==> config.mk <==
export PLATFORM = sky130hd
export DESIGN_NAME = alu_issue_ctrl
export DESIGN_NICKNAME = d
export VERILOG_FILES = /design/src/rtl/alu_issue_ctrl.sv
export SDC_FILE = /design/constraint.sdc
export NUM_CORES = 1
export LEC_CHECK = 0
export ABC_AREA = 1
export CAP_MARGIN = 20
export CORE_ASPECT_RATIO = 1.1
export CORE_MARGIN = 2
export CORE_UTILIZATION = 63
export CTS_BUF_LIST = sky130_fd_sc_hd__clkbuf_2
export DETAILED_ROUTE_END_ITERATION = 16
export PLACE_DENSITY_LB_ADDON = 0.15
export SYNTH_ARGS = -nofsm -noshare
export SYNTH_HDL_FRONTEND = slang
export SYNTH_SLANG_ARGS = --single-unit
==> constraint.sdc <==
create_clock -name clk -period 4.3 [get_ports clk]
set_input_delay 0.43 -clock clk [delete_from_list [all_inputs] [get_ports clk]]
set_output_delay 0.43 -clock clk [all_outputs]
set_load 0.05 [all_outputs]
==> src/rtl/alu_issue_ctrl.sv <==
// alu_issue_ctrl: sequences one instruction at a time through an external
// combinational ALU, using an internal 8x16 register file, and returns a
// response over a valid/ready port.
module alu_issue_ctrl #(
    parameter int unsigned DATA_W  = 16,
    parameter int unsigned REG_CNT = 8,
    parameter int unsigned SHAMT_W = 4
) (
    input  logic                 clk,
    input  logic                 rst_n,
    input  logic                 instr_valid,
    output logic                 instr_ready,
    input  logic [15:0]          instr,
    input  logic                 cfg_we,
    input  logic [2:0]           cfg_addr,
    input  logic [DATA_W-1:0]    cfg_wdata,
    output logic [DATA_W-1:0]    alu_a,
    output logic [DATA_W-1:0]    alu_b,
    output logic [2:0]           alu_sel,
    output logic [SHAMT_W-1:0]   alu_shamt,
    input  logic [DATA_W-1:0]    alu_result,
    output logic                 res_valid,
    input  logic                 res_ready,
    output logic [DATA_W-1:0]    res_data,
    output logic [2:0]           res_rd,
    output logic                 res_err,
    output logic [15:0]          op_count
);

    localparam int unsigned ADDR_W = 3;
    localparam int unsigned OP_W   = 3;
    localparam int unsigned CNT_W  = 16;
    localparam logic [OP_W-1:0] OP_ILLEGAL = OP_W'(7);

    typedef enum logic [1:0] {
        S_IDLE  = 2'd0,
        S_ISSUE = 2'd1,
        S_CAPT  = 2'd2,
        S_RESP  = 2'd3
    } state_t;

    state_t              state;
    logic [DATA_W-1:0]   rf [REG_CNT];
    logic [OP_W-1:0]     op_q;
    logic [ADDR_W-1:0]   rd_q;
    logic [ADDR_W-1:0]   rs_q;
    logic [ADDR_W-1:0]   rt_q;
    logic [SHAMT_W-1:0]  sh_q;
    logic [DATA_W-1:0]   rs_val;
    logic [DATA_W-1:0]   rt_val;

    // r0 always reads as zero regardless of storage contents
    assign rs_val = (rs_q == '0) ? '0 : rf[rs_q];
    assign rt_val = (rt_q == '0) ? '0 : rf[rt_q];

    // Preload writes take priority over instruction acceptance in IDLE
    assign instr_ready = rst_n & (state == S_IDLE) & ~cfg_we;

    // Sequencer: accept, drive ALU, capture/write back, hold response
    always_ff @(posedge clk or negedge rst_n) begin
        if (!rst_n) begin
            state     <= S_IDLE;
            op_q      <= '0;
            rd_q      <= '0;
            rs_q      <= '0;
            rt_q      <= '0;
            sh_q      <= '0;
            alu_a     <= '0;
            alu_b     <= '0;
            alu_sel   <= '0;
            alu_shamt <= '0;
            res_valid <= 1'b0;
            res_data  <= '0;
            res_rd    <= '0;
            res_err   <= 1'b0;
            op_count  <= '0;
            for (int i = 0; i < int'(REG_CNT); i++) begin
                rf[i] <= '0;
            end
        end else begin
            case (state)
                S_IDLE: begin
                    if (cfg_we) begin
                        if (cfg_addr != '0) begin
                            rf[cfg_addr] <= cfg_wdata;
                        end
                    end else if (instr_valid) begin
                        op_q  <= instr[15:13];
                        rd_q  <= instr[12:10];
                        rs_q  <= instr[9:7];
                        rt_q  <= instr[6:4];
                        sh_q  <= SHAMT_W'(instr[3:0]);
                        state <= S_ISSUE;
                    end
                end
                S_ISSUE: begin
                    alu_a     <= rs_val;
                    alu_b     <= rt_val;
                    alu_sel   <= op_q;
                    alu_shamt <= sh_q;
                    state     <= S_CAPT;
                end
                S_CAPT: begin
                    res_rd    <= rd_q;
                    res_valid <= 1'b1;
                    if (op_q == OP_ILLEGAL) begin
                        res_data <= '0;
                        res_err  <= 1'b1;
                    end else begin
                        res_data <= alu_result;
                        res_err  <= 1'b0;
                        if (rd_q != '0) begin
                            rf[rd_q] <= alu_result;
                        end
                    end
                    state <= S_RESP;
                end
                S_RESP: begin
                    if (res_ready) begin
                        res_valid <= 1'b0;
                        op_count  <= op_count + CNT_W'(1);
                        state     <= S_IDLE;
                    end
                end
                default: state <= S_IDLE;
            endcase
        end
    end

endmodule

==> results of run 1 <==
-- layer usage --
layer	GRT usage [%]	vias up	part of all wire, %
li1	-	5769	-
met1	55.56	5546	42
met2	53.86	839	43
met3	8.597	112	12
met4	13.44	0	3.1
met5	0	-	0
-- worst paths after layout --
path                           endpoint  slack, ns  cells past startpoint
setup / recovery                rf[104]       1.12                      8
hold / removal                 alu_a[2]       0.07                      2
setup reg to reg                rf[104]       1.12                      8
hold reg to reg            alu_shamt[1]       0.48                      2
max in group asynchronous       rf[101]       2.62                      4
min in group clk                rt_q[0]       0.18                      3
-- cells in the mapped netlist (all sizes together) --
cell,n
nand2,722
mux2,7
o211ai,62
nor3,3
nand3b,1
a21oi,33
clkinv,8
clkbuf,44
dfrtp,206
ha,6
nand4,8
o21ai,91
o22a,1
xnor2,4
nand3,239
nor2,114
buf,56
xor2,9
inv,100
-- metrics by stage --
step	hold slack, ns	power [uW]	std cells
6_report	0.06653	10360	2097
5_1_grt	0.03815	11080	2097
4_1_cts	0.02367	10260	2095
3_5_place_dp	0.3585	9059	2014
3_3_place_gp	0.3549	8928	2013
2_1_floorplan	0.1344	7420	1714
-- power by group through the flow --
| stage | registers, uW | logic [uW] | clock network, uW |
|---|---|---|---|
| after CTS | 3410 | 5650 | 1200 |
| after floorplan | 4120 | 3300 | 0 |
| after detailed placement | 3440 | 5620 | 0 |
| after global placement | 3420 | 5510 | 0 |
| final | 3450 | 5720 | 1190 |
| after global routing | 3520 | 6260 | 1310 |
-- worst reg2reg max path, stage by stage (launching register included) --
cell	delay, ns
sky130_fd_sc_hd__dfrtp_1	0.39
sky130_fd_sc_hd__inv_1	0.10
sky130_fd_sc_hd__ha_1	0.23
sky130_fd_sc_hd__inv_2	0.37
sky130_fd_sc_hd__nand3_1	0.65
sky130_fd_sc_hd__nand2_1	0.79
sky130_fd_sc_hd__nand3_4	0.28
sky130_fd_sc_hd__nand2_1	0.15
sky130_fd_sc_hd__nand2_1	0.06
-- sequential cells by signal, indices dropped and copies added, names as in the netlist, 2 cells and up --
| name | count |
|---|---|
| rf | 112 |
| alu_a | 16 |
| alu_b | 16 |
| op_count | 16 |
| res_data | 16 |
| alu_shamt | 4 |
| sh_q | 4 |
| alu_sel | 3 |
| op_q | 3 |
| rd_q | 3 |
| res_rd | 3 |
| rs_q | 3 |
| rt_q | 3 |
| state | 2 |
-- layout make-up --
type,count,area share (%)
clock inverter,11,0.3095
tap,247,2.248
antenna,1,0.01820
clock buffer,69,2.512
inverter,108,2.949
sequential,206,37.51
multi-input combinational,1300,43.39
timing repair buffer,155,11.06
-- cells by family (layout without fill, tap and decap cells) --
kind of cell    Yosys count  in the layout  share of synthesized area [%]
other cells               0              1                              0
mux                       7              7                         0.6551
xor+xnor                 13             13                         0.9462
simple gates           1087           1087                          38.09
flops                   206            206                          42.84
compound gates          187            187                          9.192
fa+ha+maj                 6              6                         0.6239
buf+inv                 208            343                          7.653
==> impl_summary.log, run 1 <==
INFO  metric cts-htree-levels = 2
INFO  metric register_area = 0.005156 sq mm
INFO  metric worstPathRequired = 4.95 ns
INFO  metric std_cell_rows = 53
INFO  metric insertion_delay = 0.83 ns
INFO  metric skew = 0.07664 ns
INFO  metric synthCells = 1,714
INFO  metric grt_max_degree = 113
INFO  metric yosysUniqueCellTypes = 31
INFO  metric final_nets = 1,884
INFO  metric final_cell_area_excluding_filler_cells = 0.01375 sq mm
INFO  metric path_cells = inv_1 -> ha_1 -> inv_2 -> nand3_1 -> nand2_1 -> nand3_4 -> nand2_1 -> nand2_1
INFO  metric grt_util_all_layers = a little under two fifths
INFO  metric cpMaxStageDelayCell = sky130_fd_sc_hd__nand2_1
INFO  metric clkSlewWorstSetupHoldPaths = 0.10 ns
INFO  metric post-route-drc-count = 0
INFO  metric ys.warnings.count = 0
INFO  metric number_of_nets_still_failing_antenna_checks_after_routing = 0
INFO  metric cts_tree = built
INFO  metric die_h = 148.9 um
INFO  metric routed_wirelength = between 30,000 and 40,000 um
INFO  metric path_common_cell = sky130_fd_sc_hd__nand2_1
INFO  metric yosys.area.top_type_share = 42.84%
INFO  metric max-vdd-ir-drop = 0.7154 mV
INFO  metric multiInputGateArea = 0.005964 sq mm
INFO  metric routed_via_density = 5.849
INFO  metric maxCapViolCount = 0
INFO  metric p_switching = 5542 uW
INFO  metric setup_repair_after_global_routing_missed_its_margin = no
INFO  metric floorplan.initialDensity = 63.67%
INFO  metric syn-mean-instance-area = 7.020 sq um
INFO  metric worst-setup-path-type = reg2reg
INFO  metric switching_share = 53.49%
INFO  metric crit-reg2reg-launch = state[0]
INFO  metric power.static_leakage = roughly 0.0071 uW
INFO  metric start_kind = flip-flop
INFO  metric port_buffers = 132
INFO  metric min-delay-path-class = in2async
INFO  metric finalSetupTns = 0 ns
INFO  metric total_cts_buffers = 51
INFO  metric worst_slew_pin_slew = 1.037 ns
INFO  metric power.share.combinational = between 50% and 60%
INFO  metric final_common_cell = sky130_fd_sc_hd__nand2_1
INFO  metric count_of_filler_cells_inserted_in_the_layout = 1,632
INFO  metric max_freq = about 310 MHz
INFO  metric syn-cell-area = 0.01203 sq mm
INFO  metric fp.dieArea = 0.02022 sq mm
INFO  metric max-slew-margin-rel = 30.86%
INFO  metric cts_setup_buffers = 0
INFO  metric place_area = 0.01333 sq mm
INFO  metric die-width = 135.8 um
INFO  metric place_worst_setup_slack = roughly 1.2 ns
INFO  metric final_worst_slack = 1.122 ns
INFO  metric min_period_over_period = around three quarters
INFO  metric drt-initial-drc-count = 1,984
INFO  metric cp-startpoint = state[0]
INFO  metric fp.coreArea = 0.01890 sq mm
INFO  metric cts_buffer_depth = 3
INFO  metric cp_top_family = simple AND/OR/NAND/NOR gates
INFO  metric grt_first_pass_wirelength = 59,420 um
INFO  metric grt_overflow = 0
INFO  metric dr.pass1.iters = 7
INFO  metric mostFrequentLayoutCells = 719 x sky130_fd_sc_hd__nand2_1, 228 x sky130_fd_sc_hd__nand3_1, 205 x sky130_fd_sc_hd__dfrtp_1
INFO  metric ys_ff_latch = 206
INFO  metric internal-power = 4819 uW
INFO  metric share_of_cells_above_drive_strength_1 = between 7 and 8%
INFO  metric post_cts_hold_buffer_count = 1
INFO  metric synth.yosys.seq_area_share = 42.84%
INFO  metric p_clk_share = a little under an eighth
INFO  metric timing.critical_path.buf_inv = 2
INFO  metric fin_crit = 3.178 ns
INFO  metric area_growth = 14.24%
INFO  metric synthDominantAreaCellType = sky130_fd_sc_hd__dfrtp_1
INFO  metric worst_path_largest_cell_delay = 0.79 ns
INFO  metric grt_antenna_before_repair = 1
INFO  metric detailed_place_hpwl = 26,170 um
INFO  metric report.final.hold_viol_count = 0
INFO  metric run_status = finished clean
INFO  metric arrival = 3.83 ns
INFO  metric share_seq_of_total_power = 33.3%
INFO  metric drt-wirelength-per-cell = 17.68 um
INFO  metric clock_tree.root_cell = sky130_fd_sc_hd__clkbuf_2
INFO  metric routabilityCongestion = between 0.9 and 1
INFO  metric dr_total_vias = 12,266
INFO  metric postCtsResizedCells = 0
INFO  metric slew_viol_final = 0
INFO  metric number_of_global_route_vias_before_repair = roughly 11,000
INFO  metric postSynthNetCount = 1,776
INFO  metric power.density = 753.8 mW/mm^2
INFO  metric report.final.setup_viol = 0
INFO  metric final_util = 72.73%
INFO  metric netlist_top_cells_area = sky130_fd_sc_hd__dfrtp_1 43%, sky130_fd_sc_hd__nand2_1 22%, sky130_fd_sc_hd__nand3_1 9.5%
INFO  metric sinks_on_the_clock_net = 206
INFO  metric ioPinCount = 133
INFO  metric worst_setup_path_end_kind = flip-flop
INFO  metric cp_max_fo = 29
No activity file was read; power rests on OpenSTA's default activity.
==> inputs of run 2 (changes only) <==
- CORE_UTILIZATION: 63 -> 53
- clock period: 4.3 -> 2.6 ns (I/O delays scaled with it)
==> impl_summary.log, run 2 (synthesis gave the netlist of run 1 again) <==
INFO  metric maxCapViolCount = 0
INFO  metric skew = 0.05483 ns
INFO  metric cpMaxStageDelayCell = sky130_fd_sc_hd__clkdlybuf4s50_1
INFO  metric power.density = roughly 1200 mW/mm^2
INFO  metric routed_via_density = between 5 and 6
INFO  metric share_of_cells_above_drive_strength_1 = 8.408%
INFO  metric report.final.setup_viol = 0
INFO  metric power.static_leakage = 0.007326 uW
INFO  metric cp_max_fo = 4
INFO  metric timing.critical_path.buf_inv = 1
INFO  metric max-vdd-ir-drop = 0.9265 mV
INFO  metric worstPathRequired = 2.34 ns
INFO  metric slew_viol_final = 0
INFO  metric area_growth = 17.80%
INFO  metric dr.pass1.iters = 5
INFO  metric fp.coreArea = 0.02218 sq mm
INFO  metric grt_max_degree = 136
INFO  metric min-delay-path-class = in2reg
INFO  metric die_h = 162.0 um
INFO  metric min_period_over_period = between 90 and 100%
INFO  metric grt_util_all_layers = 33.40%
INFO  metric finalSetupTns = 0 ns
INFO  metric clock_tree.root_cell = sky130_fd_sc_hd__clkbuf_2
INFO  metric final_common_cell = sky130_fd_sc_hd__nand2_1
INFO  metric max-slew-margin-rel = 42.93%
INFO  metric path_cells = clkdlybuf4s50_1
INFO  metric largest_register_ff_count = 112
INFO  metric fp.dieArea = about 0.024 sq mm
INFO  metric setup_repair_after_global_routing_missed_its_margin = no
INFO  metric sinks_on_the_clock_net = 206
INFO  metric cts_setup_buffers = 0
INFO  metric worst_path_largest_cell_delay = 0.84 ns
INFO  metric arrival = 2.14 ns
INFO  metric grt_antenna_before_repair = 1
INFO  metric drt-initial-drc-count = 1,346
INFO  metric overall_power = 17,570 uW
INFO  metric post_cts_hold_buffer_count = 15
INFO  metric routabilityCongestion = roughly 0.94
INFO  metric grt_first_pass_wirelength = 63,160 um
INFO  metric worst_setup_path_end_kind = output port
INFO  metric mostFrequentLayoutCells = 719 x sky130_fd_sc_hd__nand2_1, 228 x sky130_fd_sc_hd__nand3_1, 205 x sky130_fd_sc_hd__dfrtp_1
INFO  metric final_nets = 1,918
INFO  metric number_of_nets_still_failing_antenna_checks_after_routing = 0
INFO  metric cp_top_family = buffers and inverters
INFO  metric routed_wirelength = 38,620 um
INFO  metric cts-htree-levels = 2
INFO  metric worst-setup-path-type = reg2out
INFO  metric count_of_filler_cells_inserted_in_the_layout = 2,038
INFO  metric insertion_delay = 0.85 ns
INFO  metric die-width = approximately 150 um
INFO  metric port_buffers = 132
INFO  metric run_status = finished clean
INFO  metric postCtsResizedCells = 0
INFO  metric total_cts_buffers = 51
INFO  metric regMostFlops = rf
INFO  metric fin_crit = 2.400 ns
INFO  metric detailed_place_hpwl = roughly 27,000 um
INFO  metric worst_slew_pin_slew = approximately 0.86 ns
INFO  metric place_area = 0.01358 sq mm
INFO  metric cts_buffer_depth = 3
INFO  metric grt_overflow = 0
INFO  metric floorplan.initialDensity = 54.25%
INFO  metric final_cell_area_excluding_filler_cells = 0.01417 sq mm
INFO  metric post-route-drc-count = 0
INFO  metric cts_tree = built
INFO  metric max_freq = between 400 and 500 MHz
INFO  metric dr_total_vias = 12,225
INFO  metric start_kind = flip-flop
INFO  metric number_of_global_route_vias_before_repair = between 10,000 and 15,000
INFO  metric report.final.hold_viol_count = 0
INFO  metric ioPinCount = 133
INFO  metric std_cell_rows = 57
INFO  metric clkSlewWorstSetupHoldPaths = 0.11 ns
INFO  metric drt-wirelength-per-cell = 17.66 um
run 2: cell count changes in the layout (fill, tap and decap cells not counted), moves of 4 or more:
cell / delta
sky130_fd_sc_hd__dlygate4sd3_1: +13
sky130_fd_sc_hd__buf_12: +4
sky130_fd_sc_hd__clkinv_1: +5
sky130_fd_sc_hd__buf_4: +20
run 2: where the power goes:
group	internal, uW	switching [uW]	total [uW]
registers	4500	1180	5690
logic	2980	6830	9810
clock network	739	1330	2070
total	8220	9350	17600
run 2: final timing paths:
| path | startpoint | end | slack, ns | depth (start not counted) |
|---|---|---|---|---|
| setup / recovery | op_count[10] | op_count[10] | 0.20 | 1 |
| hold / removal | instr[10] | rd_q[0] | 0.06 | 3 |
| setup reg to reg | state[0] | rf[85] | 0.23 | 9 |
| hold reg to reg | alu_shamt[0] | alu_shamt[0] | 0.48 | 2 |
| max in group asynchronous | rst_n | rf[76] | 1.25 | 4 |
| min in group asynchronous | rst_n | op_count[3] | 0.55 | 4 |
run 2: metal layers:
layer,track usage [%],wire length [um],up-vias
li1,-,-,5827
met1,50.53,17170,5540
met2,46.98,15880,761
met3,6.966,4401,97
met4,12.72,1173,0
met5,0,0,-
run 2: area by class of cell:
type	instances	area (sq um)	area share [%]
clock buffers	71	355.3	2.507
multi-input cells	1300	5964	42.08
repair buffers	189	1848	13.04
diodes	1	2.502	0.01765
inverters	108	405.4	2.860
clock inverters	17	73.82	0.5208
well taps	295	369.1	2.604
flip-flops and latches	206	5156	36.38
run 2: stage by stage:
| step | utilization [%] | std cells | setup slack, ns | hold WS, ns |
|---|---|---|---|---|
| after global placement | 61.24 | 2083 | 0.3443 | 0.2111 |
| after CTS | 63.90 | 2186 | 0.1478 | 0.001322 |
| final | 63.91 | 2187 | 0.1996 | 0.05730 |
| after floorplan | - | 1714 | 0.7635 | -0.03559 |
| after detailed placement | 61.24 | 2083 | 0.3166 | 0.2126 |
| after global routing | 63.91 | 2187 | 0.06655 | 0.02048 |
